$ cat src/rtl/mem_mult_engine.sv
// Memory-to-memory multiply engine: reads NUM_PAIRS big-endian operand pairs,
// multiplies each with a radix-2 shift-add loop and writes the 2W-bit product back.
module mem_mult_engine #(
    parameter int unsigned OP_BYTES  = 2,
    parameter int unsigned NUM_PAIRS = 16,
    parameter int unsigned SRC_BASE  = 0,
    parameter int unsigned DST_BASE  = 64,
    parameter int unsigned AW        = 8
) (
    input  logic          clk,
    input  logic          reset,
    input  logic          start,
    input  logic          is_signed,
    output logic          done,
    output logic          busy,
    output logic [AW-1:0] mem_addr,
    input  logic [7:0]    mem_rd_data,
    output logic          mem_wr_en,
    output logic [7:0]    mem_wr_data
);
    localparam int unsigned W     = 8 * OP_BYTES;
    localparam int unsigned PW    = 2 * W;
    localparam int unsigned RANGE = 2 * NUM_PAIRS * OP_BYTES;
    localparam int unsigned CW    = 6;
    localparam int unsigned KW    = 6;

    localparam logic [2:0] S_IDLE   = 3'd0;
    localparam logic [2:0] S_LOAD_A = 3'd1;
    localparam logic [2:0] S_LOAD_B = 3'd2;
    localparam logic [2:0] S_MUL    = 3'd3;
    localparam logic [2:0] S_STORE  = 3'd4;
    localparam logic [2:0] S_DONE   = 3'd5;

    // Reject illegal parameterisations at elaboration
    if (OP_BYTES < 1 || OP_BYTES > 4) begin : g_bad_op_bytes
        $error("mem_mult_engine: OP_BYTES must be 1..4");
    end
    if (NUM_PAIRS < 1 || NUM_PAIRS > 32) begin : g_bad_num_pairs
        $error("mem_mult_engine: NUM_PAIRS must be 1..32");
    end
    if (64'(SRC_BASE) + 64'(RANGE) > (64'(1) << AW) ||
        64'(DST_BASE) + 64'(RANGE) > (64'(1) << AW)) begin : g_bad_range
        $error("mem_mult_engine: operand or product range exceeds address space");
    end
    if (SRC_BASE < DST_BASE + RANGE && DST_BASE < SRC_BASE + RANGE) begin : g_overlap
        $error("mem_mult_engine: source and destination ranges overlap");
    end

    logic [2:0]    state, state_nxt;
    logic [KW-1:0] k, k_nxt;
    logic [CW-1:0] cnt, cnt_nxt;
    logic          sgn, sgn_nxt;
    logic [W-1:0]  a, a_nxt, b, b_nxt;
    logic [PW-1:0] acc, acc_nxt;
    logic [AW-1:0] addr_nxt;
    logic [7:0]    wdata_nxt;
    logic          wr_en_nxt, done_nxt, busy_nxt;

    logic [31:0]   k32, cnt32, base_a, base_b, base_d;
    logic [W-1:0]  mag_a, mag_b;
    logic          b_bit, neg;
    logic [PW-1:0] term, prod_sum;

    assign k32    = 32'(k);
    assign cnt32  = 32'(cnt);
    assign base_a = SRC_BASE + 32'(2 * OP_BYTES) * k32;
    assign base_b = base_a + 32'(OP_BYTES);
    assign base_d = DST_BASE + 32'(2 * OP_BYTES) * k32;

    // Shift-add on magnitudes; sign is reapplied after the last step
    assign mag_a    = (sgn && a[W-1]) ? (~a + W'(1)) : a;
    assign mag_b    = (sgn && b[W-1]) ? (~b + W'(1)) : b;
    assign b_bit    = |(mag_b & (W'(1) << cnt));
    assign neg      = sgn & (a[W-1] ^ b[W-1]);
    assign term     = PW'(mag_a) << cnt;
    assign prod_sum = acc + (b_bit ? term : '0);

    always_ff @(posedge clk or posedge reset) begin
        if (reset) begin
            state       <= S_IDLE;
            k           <= '0;
            cnt         <= '0;
            sgn         <= 1'b0;
            a           <= '0;
            b           <= '0;
            acc         <= '0;
            mem_addr    <= '0;
            mem_wr_data <= '0;
            mem_wr_en   <= 1'b0;
            done        <= 1'b0;
            busy        <= 1'b0;
        end else begin
            state       <= state_nxt;
            k           <= k_nxt;
            cnt         <= cnt_nxt;
            sgn         <= sgn_nxt;
            a           <= a_nxt;
            b           <= b_nxt;
            acc         <= acc_nxt;
            mem_addr    <= addr_nxt;
            mem_wr_data <= wdata_nxt;
            mem_wr_en   <= wr_en_nxt;
            done        <= done_nxt;
            busy        <= busy_nxt;
        end
    end

    always_comb begin
        state_nxt = state;
        k_nxt     = k;
        cnt_nxt   = cnt;
        sgn_nxt   = sgn;
        a_nxt     = a;
        b_nxt     = b;
        acc_nxt   = acc;
        addr_nxt  = mem_addr;
        wdata_nxt = mem_wr_data;
        wr_en_nxt = 1'b0;

        if (start) begin
            state_nxt = S_IDLE;
        end else begin
            case (state)
                S_IDLE: begin
                    state_nxt = S_LOAD_A;
                    k_nxt     = '0;
                    cnt_nxt   = '0;
                    sgn_nxt   = is_signed;
                    addr_nxt  = AW'(SRC_BASE);
                end
                // Read data lags the address by one cycle, so byte i lands in cycle i+1
                S_LOAD_A: begin
                    cnt_nxt = cnt + CW'(1);
                    if (cnt != '0) a_nxt = (a << 8) | W'(mem_rd_data);
                    if (cnt < CW'(OP_BYTES - 1)) addr_nxt = AW'(base_a + cnt32 + 32'd1);
                    if (cnt == CW'(OP_BYTES)) begin
                        state_nxt = S_LOAD_B;
                        cnt_nxt   = '0;
                        addr_nxt  = AW'(base_b);
                    end
                end
                S_LOAD_B: begin
                    cnt_nxt = cnt + CW'(1);
                    if (cnt != '0) b_nxt = (b << 8) | W'(mem_rd_data);
                    if (cnt < CW'(OP_BYTES - 1)) addr_nxt = AW'(base_b + cnt32 + 32'd1);
                    if (cnt == CW'(OP_BYTES)) begin
                        state_nxt = S_MUL;
                        cnt_nxt   = '0;
                        acc_nxt   = '0;
                    end
                end
                S_MUL: begin
                    cnt_nxt = cnt + CW'(1);
                    acc_nxt = prod_sum;
                    if (cnt == CW'(W - 1)) begin
                        acc_nxt   = neg ? (~prod_sum + PW'(1)) : prod_sum;
                        state_nxt = S_STORE;
                        cnt_nxt   = '0;
                        addr_nxt  = AW'(base_d);
                        wdata_nxt = acc_nxt[PW-1 -: 8];
                        wr_en_nxt = 1'b1;
                    end
                end
                S_STORE: begin
                    if (cnt == CW'(2 * OP_BYTES - 1)) begin
                        cnt_nxt = '0;
                        if (k == KW'(NUM_PAIRS - 1)) begin
                            state_nxt = S_DONE;
                        end else begin
                            state_nxt = S_LOAD_A;
                            k_nxt     = k + KW'(1);
                            addr_nxt  = AW'(base_a + 32'(2 * OP_BYTES));
                        end
                    end else begin
                        cnt_nxt   = cnt + CW'(1);
                        acc_nxt   = acc << 8;
                        addr_nxt  = mem_addr + AW'(1);
                        wdata_nxt = acc[PW-9 -: 8];
                        wr_en_nxt = 1'b1;
                    end
                end
                S_DONE: state_nxt = S_DONE;
                default: state_nxt = S_IDLE;
            endcase
        end

        busy_nxt = (state_nxt != S_IDLE) && (state_nxt != S_DONE);
        done_nxt = (state_nxt == S_DONE);
    end
endmodule

$ cat config.mk
export PLATFORM = sky130hd
export DESIGN_NAME = mem_mult_engine
export DESIGN_NICKNAME = d
export VERILOG_FILES = /design/src/rtl/mem_mult_engine.sv
export SDC_FILE = /design/constraint.sdc
export NUM_CORES = 1
export LEC_CHECK = 0
export CAP_MARGIN = 20
export CORE_MARGIN = 3
export CORE_UTILIZATION = 64
export CTS_CLUSTER_SIZE = 12
export DETAILED_ROUTE_END_ITERATION = 8
export GPL_ROUTABILITY_DRIVEN = 0
export PLACE_DENSITY = 0.83
export SLEW_MARGIN = 20
export SYNTH_ARGS = -nofsm -noshare
export SYNTH_HDL_FRONTEND = slang
export SYNTH_SLANG_ARGS = --single-unit
$ cat constraint.sdc
create_clock -name clk -period 7.5 [get_ports clk]
set_input_delay 1.125 -clock clk [delete_from_list [all_inputs] [get_ports clk]]
set_output_delay 1.125 -clock clk [all_outputs]
set_load 0.02 [all_outputs]
==> impl_metrics.py <==
metrics = {
    "outcome": {
        "run_status": "complete, no violations",
    },
    "sta": {
        "final.period_utilization": 0.854,
        "finalClockSkew_ps": 8.16,
        "fmax_achieved_mhz": 156,
        "slew_headroom": 0.296,
        "worst_case_setup_margin_in_the_final_layout_ps": 1090,
        "worst_hold_slack_ps": 497,
        "finalWorstPathRequiredPeriod_ps": 6410,
        "timing.final.max_slew_violations": 0,
        "timing.final.hold_violations": 0,
        "worst_pin_slew_ps": 1050,
        "setup_violations": 0,
        "final.setup.tns_ps": 0,
        "grt_setup_unrepaired": "no",
    },
    "clock_tree": {
        "cts-resized-gates": 0,
        "max-clock-path-buffers": 2,
        "cts_tree": "built",
        "clkSinkCount": 99,
        "clockRootBuffer": "sky130_fd_sc_hd__clkbuf_16",
        "post_cts.repair.setup_buffers": 0,
        "cts_max_level": 3,
        "holdBufCountCts": 0,
        "worst_skew_pair.late_latency_ps": 360,
        "cts_made_buffers": 9,
        "cts.clk_slew.worst_paths_ps": 70,
    },
    "detailed_routing": {
        "vias": 9618,
        "drt-total-wl_um": 27400,
        "drt_first_iter_violations": 1219,
        "firstDrtPassIters": 7,
        "routedWlPerCell_um": 19.5,
        "route.detailed.vias_per_inst": 6.84,
        "drt_drc_violations_left": 0,
        "route.antenna.remaining_nets": 0,
    },
    "final_layout": {
        "drive_above_1_share": 0.0810,
        "diodes": 0,
        "layout_commonest_cell": "sky130_fd_sc_hd__nand2_1",
        "final_nets": 1275,
        "syn_to_final_growth_pct": 7.10,
        "final_cell_mix": "145 x sky130_fd_sc_hd__nand2_1, 125 x sky130_fd_sc_hd__nor2_1, 99 x sky130_fd_sc_hd__dfrtp_1, 98 x sky130_fd_sc_hd__a21oi_1, 90 x sky130_fd_sc_hd__o21ai_0",
        "fillers": 1173,
    },
    "logic_synthesis": {
        "netlist-cell-type-count": 84,
        "synth_area_per_cell_um2": 7.86,
        "post_syn_area_mm2": 0.00969,
        "synth-edff-count": 0,
        "synthesis.instances": 1233,
        "ys.flop_type": "sky130_fd_sc_hd__dfrtp_1",
        "syn_nets": 1291,
        "yosysWarnings": 0,
        "synth.ff_latch_count": 99,
        "async_reset_ff_frac": 1.00,
        "synth.yosys.seq_area_share": 0.256,
    },
    "placed_design": {
        "portBuffers": 30,
        "dp.final_hpwl_um": 20300,
        "place_worst_setup_slack_ps": 955,
    },
    "die": {
        "io_pins": 31,
        "fp.dieArea_mm2": 0.0167,
        "dieWidth_um": 129,
        "height_of_the_die_um": 129,
        "core_area_mm2": 0.0146,
        "starting_density": 0.662,
        "floorplan.rows": 44,
    },
    "min_path": {
        "hold_start": "mem_wr_data[4]",
        "hold_path_class": "reg2reg",
    },
    "worst_setup_path": {
        "critical_path.max_fanout": 14,
        "timing.critical_path.arrival_ps": 6650,
        "timing_worst_setup_path_type": "reg2reg",
        "startpoint_type": "register",
        "critical_path.endpoint_type": "register",
        "timing.critical_path.from": "b[1]",
        "rr_startpoint": "b[1]",
        "worst-endpoint-required_ps": 7740,
    },
    "job": {
        "drv.max_cap_violation_count": 0,
    },
    "global_route": {
        "antenna_found_initial": 0,
        "grt_pass1_wl_um": 44700,
        "grt_overflow_total": 0,
        "pin_count_of_the_biggest_net_entering_global_routing": 58,
        "globalRouteTotalUtil": 0.329,
        "grt_pass1_vias": 8899,
    },
    "pwr": {
        "power_density_mw_per_mm2": 495,
        "peak_supply_drop_mv": 0.388,
        "leakage_nw": 4.34,
    },
}
## report_power, final
part | switching, mW | internal, mW | total (mW)
sequential | 0.287 | 0.706 | 0.993
clock | 0.217 | 0.295 | 0.512
combinational | 2.27 | 1.36 | 3.63
total | 2.77 | 2.36 | 5.14
## Yosys cell counts (all sizes together) (3+ instances only)
cell type | n | share of area
nor2b | 17 | 0.011
and3 | 11 | 0.0071
and4 | 3 | 0.0027
and2 | 23 | 0.015
nand3b | 3 | 0.0023
xnor2 | 50 | 0.045
nor2 | 125 | 0.048
nand2 | 145 | 0.056
a221oi | 19 | 0.019
buf | 7 | 0.0032
ha | 45 | 0.058
or3 | 12 | 0.0083
or2 | 5 | 0.0032
o31ai | 13 | 0.011
a21oi | 102 | 0.054
o221ai | 5 | 0.0045
nand4 | 9 | 0.0058
a21boi | 3 | 0.0023
nor4 | 11 | 0.014
a211oi | 24 | 0.022
nand3 | 38 | 0.020
mux4 | 4 | 0.0093
o211ai | 20 | 0.016
nand2b | 12 | 0.0077
a211o | 8 | 0.0072
a21o | 17 | 0.013
xor2 | 38 | 0.034
clkbuf | 57 | 0.022
mux2 | 31 | 0.036
dfrtp | 99 | 0.26
inv | 25 | 0.0097
a22oi | 3 | 0.0023
nor3 | 31 | 0.016
o21ai | 104 | 0.055
o21a | 12 | 0.0093
a31oi | 23 | 0.016
mux2i | 28 | 0.029
o22ai | 12 | 0.0077
o21bai | 4 | 0.0031
## through the flow
stage,std cells,cell area [um2],power (mW),utilization
global placement,1390,10000,4.41,0.685
detailed placement,1390,10000,4.48,0.685
CTS,1406,10400,5.03,0.708
floorplan,1233,9690,3.68,-
finish,1406,10400,5.14,0.709
global route,1406,10400,5.49,0.709
## final timing paths
| check | to | slack (ps) | cells past startpoint |
|---|---|---|---|
| hold / removal | mem_wr_data[4] | 500 | 2 |
| setup / recovery | mem_wr_data[4] | 1090 | 19 |
| max in group asynchronous | acc[10] | 5190 | 3 |
| hold reg to reg | mem_wr_data[4] | 500 | 2 |
| setup reg to reg | mem_wr_data[4] | 1090 | 19 |
| min in group asynchronous | b[12] | 1160 | 2 |
## cell families (layout without fill, tap and decap cells)
| group | Yosys count | in the layout | synth area share |
|---|---|---|---|
| AND/OR/NAND/NOR | 454 | 454 | 0.226 |
| AO/OA/AOI/OAI | 393 | 393 | 0.269 |
| flip-flops | 99 | 99 | 0.256 |
| buffers and inverters | 90 | 79 | 0.0358 |
| XOR/XNOR | 88 | 88 | 0.0796 |
| multiplexers | 63 | 63 | 0.0743 |
| adder cells (fa/ha/maj) | 46 | 46 | 0.0602 |
## flip-flops by register name, indices dropped and copies added, names as in the netlist
register     flops
cnt              6
sgn              1
done             1
b               16
a               16
mem_wr_en        1
acc             32
state            3
busy             1
k                6
mem_wr_data      8
mem_addr         8
## area by class of cell
class                   instances  area [um2]  share of cell area
multi-input cells            1044        6890               0.664
flip-flops and latches         99        2480               0.239
repair buffers                 37         353              0.0340
well taps                     184         230              0.0222
clock buffers                   9         225              0.0217
inverters                      26         100             0.00965
clock inverters                 7        98.8             0.00953
## critical path, stage by stage, from the launching register on
cell and delay, ps:
sky130_fd_sc_hd__dfrtp_1 410, sky130_fd_sc_hd__nor3_1 610, sky130_fd_sc_hd__nor2_1 150, sky130_fd_sc_hd__xnor2_1 180
sky130_fd_sc_hd__mux4_2 510, sky130_fd_sc_hd__a2111oi_2 800, sky130_fd_sc_hd__nor2_1 100, sky130_fd_sc_hd__buf_4 210
sky130_fd_sc_hd__a211oi_1 270, sky130_fd_sc_hd__ha_1 360, sky130_fd_sc_hd__a21oi_1 180, sky130_fd_sc_hd__o21ai_1 160
sky130_fd_sc_hd__a211o_1 310, sky130_fd_sc_hd__a221oi_4 380, sky130_fd_sc_hd__o2111ai_4 270, sky130_fd_sc_hd__nor4_4 470
sky130_fd_sc_hd__nand3_1 250, sky130_fd_sc_hd__o21ai_0 330, sky130_fd_sc_hd__mux2i_1 220, sky130_fd_sc_hd__nand3_1 90
## layer usage
metal	up-vias	track usage	wire length, um	share of wire
met5	-	0	0	0
met1	4551	0.449	11800	0.43
met4	0	0.111	860	0.031
met2	485	0.534	12500	0.46
li1	4499	-	-	-
met3	83	0.0552	2180	0.080
Power figures use the tool's default switching activity.
